$ cat config.mk
export PLATFORM = sky130hd
export DESIGN_NAME = fetch_ctrl
export DESIGN_NICKNAME = d
export VERILOG_FILES = /design/src/rtl/fetch_ctrl_pkg.sv /design/src/rtl/fetch_wait_timer.sv /design/src/rtl/fetch_ctrl.sv
export SDC_FILE = /design/constraint.sdc
export NUM_CORES = 1
export LEC_CHECK = 0
export BUFFER_PORTS_ARGS = -buffer_cell sky130_fd_sc_hd__buf_4
export CAP_MARGIN = 15
export CORE_AREA = 3 3 58 47
export CTS_CLUSTER_SIZE = 14
export DETAILED_ROUTE_END_ITERATION = 10
export DIE_AREA = 0 0 61 50
export HOLD_SLACK_MARGIN = 0.02
export PLACE_DENSITY = 0.64
export SETUP_SLACK_MARGIN = 0.3
export SLEW_MARGIN = 20
export SYNTH_ARGS = -nofsm -noshare
export SYNTH_HDL_FRONTEND = slang
export SYNTH_HIERARCHICAL = 1
export SYNTH_SLANG_ARGS = --single-unit
$ cat constraint.sdc
create_clock -name i_clk -period 1.9 [get_ports i_clk]
set_clock_uncertainty 0.1 [all_clocks]
set_input_delay 0.19 -clock i_clk [delete_from_list [all_inputs] [get_ports i_clk]]
set_output_delay 0.19 -clock i_clk [all_outputs]
set_load 0.02 [all_outputs]
$ cat src/rtl/fetch_ctrl_pkg.sv
// Shared encodings for the fetch-stage sequencer: PC mux selects and FSM states.
package fetch_ctrl_pkg;

    localparam logic [1:0] PCSEL_RESET  = 2'b00;
    localparam logic [1:0] PCSEL_IRQ    = 2'b01;
    localparam logic [1:0] PCSEL_SEQ    = 2'b10;
    localparam logic [1:0] PCSEL_BRANCH = 2'b11;

    typedef enum logic [1:0] {
        S_RESET = 2'b00,
        S_RUN   = 2'b01,
        S_WAIT  = 2'b10,
        S_EXC   = 2'b11
    } fetch_state_e;

endpackage

$ cat src/rtl/fetch_wait_timer.sv
// Saturating instruction-memory wait counter.
// The terminal-count output flags the cycle on which the wait has reached MISS_TIMEOUT.
module fetch_wait_timer #(
    parameter int unsigned MISS_TIMEOUT = 16,
    parameter int unsigned CNT_W        = 8
) (
    input  logic i_clk,
    input  logic i_reset,
    input  logic i_clr,
    input  logic i_inc,
    output logic o_tc
);

    localparam logic [CNT_W-1:0] TC_VAL  = CNT_W'(MISS_TIMEOUT);
    localparam logic [CNT_W-1:0] CNT_MAX = {CNT_W{1'b1}};

    logic [CNT_W-1:0] r_wait_cnt;
    logic [CNT_W-1:0] w_wait_cnt_next;

    always_comb begin
        w_wait_cnt_next = r_wait_cnt;
        if (i_clr) begin
            w_wait_cnt_next = '0;
        end else if (i_inc && (r_wait_cnt != CNT_MAX)) begin
            w_wait_cnt_next = r_wait_cnt + 1'b1;
        end
    end

    always_ff @(posedge i_clk or posedge i_reset) begin
        if (i_reset) begin
            r_wait_cnt <= '0;
        end else begin
            r_wait_cnt <= w_wait_cnt_next;
        end
    end

    assign o_tc = (r_wait_cnt == TC_VAL);

endmodule

$ cat src/rtl/fetch_ctrl.sv
// Instruction-fetch sequencer: selects the next PC source, holds the PC on stalls,
// arbitrates reset / interrupt / branch / sequential fetch and times out slow fetches.
module fetch_ctrl
    import fetch_ctrl_pkg::*;
#(
    parameter int unsigned MISS_TIMEOUT = 16,
    parameter int unsigned CNT_W        = 8
) (
    input  logic       i_clk,
    input  logic       i_reset,
    input  logic       i_imem_ready,
    input  logic       i_hazard_stall,
    input  logic       i_branch_req,
    input  logic       i_irq_req,
    input  logic       i_irq_en,
    output logic [1:0] o_pc_sel,
    output logic       o_stall,
    output logic       o_imem_req,
    output logic       o_fetch_valid,
    output logic       o_branch_ack,
    output logic       o_irq_ack,
    output logic       o_epc_wr,
    output logic       o_bus_err
);

    fetch_state_e r_state;
    fetch_state_e w_state_next;
    logic         r_delay_slot;
    logic         w_delay_slot_next;
    logic         w_cnt_clr;
    logic         w_cnt_inc;
    logic         w_timeout;
    logic         w_irq_take;

    fetch_wait_timer #(
        .MISS_TIMEOUT (MISS_TIMEOUT),
        .CNT_W        (CNT_W)
    ) u_wait_timer (
        .i_clk   (i_clk),
        .i_reset (i_reset),
        .i_clr   (w_cnt_clr),
        .i_inc   (w_cnt_inc),
        .o_tc    (w_timeout)
    );

    // A pending branch always beats the interrupt, and the delay slot must not be split.
    assign w_irq_take = i_irq_req & i_irq_en & ~r_delay_slot & ~i_branch_req;

    always_ff @(posedge i_clk or posedge i_reset) begin
        if (i_reset) begin
            r_state      <= S_RESET;
            r_delay_slot <= 1'b0;
        end else begin
            r_state      <= w_state_next;
            r_delay_slot <= w_delay_slot_next;
        end
    end

    always_comb begin
        w_state_next      = r_state;
        w_delay_slot_next = r_delay_slot;
        w_cnt_clr         = 1'b0;
        w_cnt_inc         = 1'b0;
        unique case (r_state)
            S_RESET: begin
                w_state_next      = S_RUN;
                w_delay_slot_next = 1'b0;
                w_cnt_clr         = 1'b1;
            end
            S_RUN, S_WAIT: begin
                if (!i_imem_ready) begin
                    if ((r_state == S_WAIT) && w_timeout) begin
                        w_state_next = S_EXC;
                        w_cnt_clr    = 1'b1;
                    end else begin
                        w_state_next = S_WAIT;
                        w_cnt_inc    = 1'b1;
                    end
                end else begin
                    w_state_next = S_RUN;
                    w_cnt_clr    = 1'b1;
                    // Only an accepted branch opens a delay slot; irq and sequential close it.
                    if (!i_hazard_stall) begin
                        w_delay_slot_next = i_branch_req;
                    end
                end
            end
            S_EXC: begin
                w_state_next      = S_RUN;
                w_delay_slot_next = 1'b0;
                w_cnt_clr         = 1'b1;
            end
            default: begin
                w_state_next      = S_RESET;
                w_delay_slot_next = 1'b0;
                w_cnt_clr         = 1'b1;
            end
        endcase
    end

    always_comb begin
        o_pc_sel      = PCSEL_SEQ;
        o_stall       = 1'b0;
        o_imem_req    = 1'b0;
        o_fetch_valid = 1'b0;
        o_branch_ack  = 1'b0;
        o_irq_ack     = 1'b0;
        o_epc_wr      = 1'b0;
        o_bus_err     = 1'b0;
        unique case (r_state)
            S_RESET: begin
                o_pc_sel = PCSEL_RESET;
            end
            S_RUN, S_WAIT: begin
                o_imem_req    = 1'b1;
                o_fetch_valid = i_imem_ready;
                o_stall       = i_hazard_stall | ~i_imem_ready;
                if (!i_imem_ready) begin
                    o_bus_err = (r_state == S_WAIT) & w_timeout;
                end else if (!i_hazard_stall) begin
                    if (w_irq_take) begin
                        o_pc_sel      = PCSEL_IRQ;
                        o_irq_ack     = 1'b1;
                        o_epc_wr      = 1'b1;
                        o_fetch_valid = 1'b0;
                    end else if (i_branch_req) begin
                        o_pc_sel     = PCSEL_BRANCH;
                        o_branch_ack = 1'b1;
                    end
                end
            end
            S_EXC: begin
                o_pc_sel = PCSEL_IRQ;
                o_epc_wr = 1'b1;
            end
            default: begin
                o_pc_sel = PCSEL_RESET;
            end
        endcase
    end

    a_one_event: assert property (@(posedge i_clk) disable iff (i_reset)
        $onehot0({o_branch_ack, o_irq_ack, o_bus_err}));

endmodule

Word-level counts from Yosys, hierarchy flattened
Cells that the tools add are included.
Word-level totals
  bits in registers: 11
  word-level logic and storage cells: 63
  input bits: 7
Cells by class
  reduce and logical (&&, ||, !) cells: 7
  mux-type cells: 37
  bitwise logic cells: 8
  equal/unequal tests: 7
  $add $sub $neg: 1
Operators with widths (count)
  1-bit two-way mux: 26
  8-bit two-way mux: 2
  8-bit by 1-bit adder with 8-bit output (second input constant): 1
  8-bit by 5-bit equality test with 1-bit output (second input constant): 1
  2-bit two-way mux: 4
  8-bit != test (second input constant): 1
  1-bit one-hot mux with 2 select lines: 3
  2-bit one-hot mux with 3 select lines: 1
  1-bit AND: 4
  2-bit equality test (second input constant): 2
  2-bit != test (second input constant): 2
  2-bit one-hot mux with 2 select lines: 1
  2-bit OR reduction: 2
  1-bit inverter: 3
  2-bit by 1-bit equality test with 1-bit output (second input constant): 1
  1-bit logical AND: 2
  2-bit logical NOT: 1
  2-bit AND reduction: 1
  2-bit nonzero test: 1
  1-bit bitwise OR: 1

Longest topological paths before layout
  word-level depth: 8
  depth in mapped cells: 9
  gate-level depth less buffers: 8

Modules after synthesis
Netlist, hierarchy kept.
By module, submodules not included
  fetch_wait_timer: seq. area each 200.2 µm², cells an instance 56, area each 523.0 µm², instances 1
  fetch_ctrl: seq. area each 75.1 µm², cells an instance 34, area each 307.8 µm², instances 1

Worst setup path after synthesis
OpenSTA, ideal clock, no wires.
  path type: register to register
  from: reg r_state[1]
  to: reg u_wait_timer.r_wait_cnt[5]
  setup time: 0.125 ns
  path slack: -0.313 ns
  data arrival time: 1.988 ns
  path buffers: 0
  stages on the path, launching flop included: 8
  required time: 1.675 ns
  cells stage by stage: dfrtp_1 inv_1 ha_1 nand2b_1 a21oi_1 nand3_1 a211oi_1 mux2_2
On the way
  longest elaborated chain between the ends: 7
  elaborated cells between the ends (all ways): 16
  classes of those cells: 3 x eq/ne; 7 x mux; 6 x reduce/logical
RTL lines
  from (decl): RTL line fetch_ctrl.sv:26  | fetch_state_e r_state;
  from (signal assigned): RTL line fetch_ctrl.sv:54  | r_state <= w_state_next;
  2-bit equality test: RTL line fetch_ctrl.sv:64, fetch_ctrl.sv:72
  1-bit logical AND: RTL line fetch_ctrl.sv:72  | if ((r_state == S_WAIT) && w_timeout) begin
  1-bit two-way mux: RTL line fetch_ctrl.sv:72
  1-bit two-way mux: RTL line fetch_ctrl.sv:71  | if (!i_imem_ready) begin
  1-bit two-way mux (*): RTL line fetch_ctrl.sv:64  | unique case (r_state)
  named net w_cnt_inc: RTL line fetch_ctrl.sv:31  | logic w_cnt_inc;
  1-bit logical AND (*): RTL line fetch_wait_timer.sv:24  | end else if (i_inc && (r_wait_cnt != CNT_MAX)) begin
  2-bit nonzero test (no source line) (*)
  to (signal assigned): RTL line fetch_wait_timer.sv:33  | r_wait_cnt <= w_wait_cnt_next;
  to (decl): RTL line fetch_wait_timer.sv:17  | logic [CNT_W-1:0] r_wait_cnt;
The timed path passes the listed nets; every way through them passes the cells marked *.
A chain may end at the register's enable or synchronous reset.

Worst setup path in the final report
  from: reg u_wait_timer.r_wait_cnt[0]
  to: reg u_wait_timer.r_wait_cnt[6]
On the way
  longest elaborated chain between the ends: 7
  elaborated cells between the ends (all ways): 14
  classes of those cells: 1 x add/sub; 2 x eq/ne; 8 x mux; 3 x reduce/logical
RTL lines
  8-bit by 5-bit equality test with 1-bit output: RTL line fetch_wait_timer.sv:37  | assign o_tc = (r_wait_cnt == TC_VAL);
  named net w_timeout: RTL line fetch_ctrl.sv:32  | logic w_timeout;
  1-bit logical AND: RTL line fetch_ctrl.sv:72
  1-bit two-way mux: RTL line fetch_ctrl.sv:72
  1-bit two-way mux: RTL line fetch_ctrl.sv:71
  1-bit two-way mux: RTL line fetch_ctrl.sv:64
  named net w_cnt_inc: RTL line fetch_ctrl.sv:31
  1-bit logical AND: RTL line fetch_wait_timer.sv:24
  2-bit nonzero test (no source line)
The timed path passes the listed nets, and every way through them passes these cells. The select of a mux whose other input is x is not followed.

==> results.py <==
metrics = {
    "grt": {
        "grt_max_degree": 9,
        "antenna_found_initial": 0,
        "overflow": 0,
        "grt_pass1_wl_um": 3967,
        "grt_pass1_vias": 843,
        "track_usage_pct": 17.11,
    },
    "worst_setup_path": {
        "crit_required_ns": 2.02,
        "reg2reg_from": "u_wait_timer/r_wait_cnt[0]$_DFFE_PP0P_",
        "worstReg2RegEnd": "u_wait_timer/r_wait_cnt[6]$_DFFE_PP0P_",
        "crit_chain": "inv_2 -> ha_4 -> nand3_4 -> nor4_4 -> buf_4 -> a21oi_4 -> buf_6 -> and2_4 -> a41o_2 -> nor2_1",
        "crit_family": "simple AND/OR/NAND/NOR gates",
        "critPathMaxStageDelay_ns": 0.39,
        "r2r_setup_slack_ns": -0.05,
        "critical_path_arrival_ns": 2.07,
        "cp-start-kind": "flip-flop",
        "path_max_fanout": 5,
        "r2r_cells": 10,
        "cpMaxStageDelayCell": "dfrtp_1",
        "cp-end-kind": "flip-flop",
        "crit_buf_inv": 3,
        "critical_path_class": "reg -> reg",
    },
    "yosys": {
        "synth-seq-area-share_pct": 33.13,
        "ys_types": 33,
        "avgSynthCellArea_um2": 9.231,
        "synth-xor-area-share_pct": 0,
        "synth_simple_gate_area_share_pct": 28.01,
        "yosys.area.top_type": "dfrtp_1",
        "ys_ff_latch": 11,
        "muxShareOfSynthArea_pct": 6.175,
        "synthCells": 90,
        "syn-cell-area_um2": 830.8,
        "synth_top_area_share_pct": 33.13,
        "synth_compound_area_share_pct": 17.02,
        "synth_warnings": 6,
        "synth_area_leaders": "dfrtp_1, ha_1, inv_1",
        "synth_top_family_by_area": "simple AND/OR/NAND/NOR gates",
        "synth_nets": 102,
        "yosysMostFrequentCell": "inv_1",
        "synth_enable_flop_cells": 0,
        "ys_top_cells_by_count": "inv_1, dfrtp_1, nor2_1, ha_1",
        "yosys_most_used_dff": "dfrtp_1",
        "synthAdderAreaFrac_pct": 7.530,
        "async_flop_share_pct": 100.0,
    },
    "detailed_routing": {
        "drc_errors": 0,
        "dr.pass1.iters": 4,
        "vias_per_cell": 5.436,
        "num_vias": 897,
        "postRouteWirelength_um": 2674,
        "wl_per_cell_um": 16.21,
        "drtIter0Drc": 38,
        "final_antenna_net_count": 0,
    },
    "floorplanning": {
        "dieHeight_um": 50,
        "rows": 15,
        "die_area_um2": 3050,
        "ios": 16,
        "die_x_um": 61,
        "core_area_um2": 2233,
        "start_util_pct": 37.20,
    },
    "sta": {
        "rsz0062_at_grt": "yes",
        "setup_violations": 8,
        "maxSlewHeadroom_pct": 76.66,
        "worst_slew_pin_slew_ns": 0.3496,
        "worst_slack_ns": -0.05495,
        "fmax_mhz": 511.5,
        "drv_slew": 0,
        "hold_viol": 0,
        "layout_min_cycle_time_ns": 1.955,
        "setup_tns_ns": -0.2211,
        "min_period_over_period_pct": 102.9,
    },
    "place": {
        "dpl_worst_slack_ns": 0.04874,
        "gp_congestion": 0.7671,
        "dp_hpwl_um": 1469,
        "postPlaceCellArea_um2": 1076,
        "portBuffers": 15,
    },
    "clock_network": {
        "clkSlewWorstSetupHoldPaths_ns": 0.08,
        "clock_path_buffers": 2,
        "clock-sinks": 11,
        "clock_latency_ns": 0.28,
        "numCtsBuffers": 3,
        "cts_htree_levels": 1,
        "cts_root_buf": "clkbuf_4",
        "cts_tree": "built",
    },
    "power": {
        "combPwrFrac_pct": 76.7,
        "post-layout-total-power_mw": 2.037,
        "peakVddDrop_uv": 1072,
        "powerDensity_nw_per_um2": 1333,
        "p_sw_mw": 0.8267,
        "leakagePower_nw": 0.6911,
        "p_int_mw": 1.210,
        "p_clk_share_pct": 8.3,
        "swShare_pct": 40.59,
        "seq_power_share_pct": 15.0,
    },
    "cells_and_area": {
        "diodes": 0,
        "nNetsFinal": 153,
        "drive_gt1_share_pct": 67.86,
        "design_area_um2": 1528,
        "area_growth_syn_to_layout_pct": 83.89,
    },
    "outcome": {
        "violations": "negative setup slack",
        "status": "finished, violations left",
    },
    "min_path": {
        "hold_class": "in -> async",
    },
    "job": {
        "cap_violations": 0,
    },
}
repair_timing:
item	4_1_cts	5_1_grt
setup endpoints to repair	17	18
hold endpoints to repair	11	0
gates resized for setup	36	22
cloned	1	0
hold buffers	1	0
buffers inserted	19	5
pin swaps	17	14
metrics by stage:
| stage | utilization (%) | hold WS (ns) | std cells |
|---|---|---|---|
| after floorplan | - | -0.1564 | 90 |
| after global placement | 48.18 | -0.02133 | 135 |
| after detailed placement | 48.18 | -0.02061 | 135 |
| after CTS | 62.69 | 0.2221 | 160 |
| after global routing | 68.40 | 0.2446 | 165 |
| final | 68.40 | 0.2226 | 165 |
how the worst max path moves through the flow:
stage	start	end	slack, ns	depth (start not counted)
after detailed placement	r_state[0]$_DFF_PP0_	u_wait_timer/r_wait_cnt[5]$_DFFE_PP0P_	0.05	7
after floorplan	r_state[1]$_DFF_PP0_	u_wait_timer/r_wait_cnt[5]$_DFFE_PP0P_	0.10	7
final	u_wait_timer/r_wait_cnt[0]$_DFFE_PP0P_	u_wait_timer/r_wait_cnt[6]$_DFFE_PP0P_	-0.05	10
after CTS	r_state[0]$_DFF_PP0_	o_pc_sel[0]	0.01	6
after global placement	r_state[1]$_DFF_PP0_	u_wait_timer/r_wait_cnt[5]$_DFFE_PP0P_	0.05	7
after global routing	u_wait_timer/r_wait_cnt[0]$_DFFE_PP0P_	u_wait_timer/r_wait_cnt[5]$_DFFE_PP0P_	-0.12	9
cell usage in the layout (no fill, tap or decap), types with 3 or more instances in the layout:
cell | synthesis | layout
nand2b_1 | 4 | 3
inv_1 | 14 | 8
a21oi_2 | 1 | 3
dfrtp_1 | 11 | 10
clkbuf_4 | 0 | 3
nor2_4 | 0 | 3
buf_4 | 0 | 25
buf_6 | 1 | 21
a211oi_2 | 0 | 3
nor2_1 | 11 | 7
inv_2 | 0 | 5
mux2_4 | 2 | 3
layout make-up:
class	count	area [um^2]
flip-flops and latches	11	276.5
clock inverters	1	5.005
clock buffers	3	22.52
well taps	25	31.28
fillers	153	705.7
repair buffers	47	434.2
multi-input cells	64	703.2
inverters	14	55.05
power groups by stage:
stage	sequential, mW	clock [mW]	combinational (mW)
3_3_place_gp	0.306	0	0.866
3_5_place_dp	0.309	0	0.877
5_1_grt	0.310	0.181	1.65
6_report	0.305	0.168	1.56
4_1_cts	0.303	0.171	1.33
2_1_floorplan	0.307	0	0.622
routing by layer:
layer / vias up / track usage, % / routed length (um)
li1: 418 / - / -
met1: 459 / 22.86 / 1173
met2: 20 / 27.76 / 1398
met3: 0 / 4.974 / 102
met4: 0 / 2.166 / 0
met5: - / 0 / 0
worst register-to-register path: stages, from the launching register on:
cell and delay, ns:
dfrtp_1 0.39, inv_2 0.08, ha_4 0.13, nand3_4 0.08
nor4_4 0.32, buf_4 0.17, a21oi_4 0.07, buf_6 0.12
and2_4 0.15, a41o_2 0.20, nor2_1 0.08
registers in the layout (all words and copies together), names as in the netlist:
signal	flops
r_delay_slot	1
r_state	2
u_wait_timer/r_wait_cnt	8
kinds of logic (layout without fill, tap and decap cells):
family	after synthesis	in the layout
AO/OA/AOI/OAI	16	16
adder cells (fa/ha/maj)	5	5
buffers and inverters	16	65
flip-flops	11	11
multiplexers	4	4
AND/OR/NAND/NOR	38	39
No activity file was read; power rests on OpenSTA's default activity.
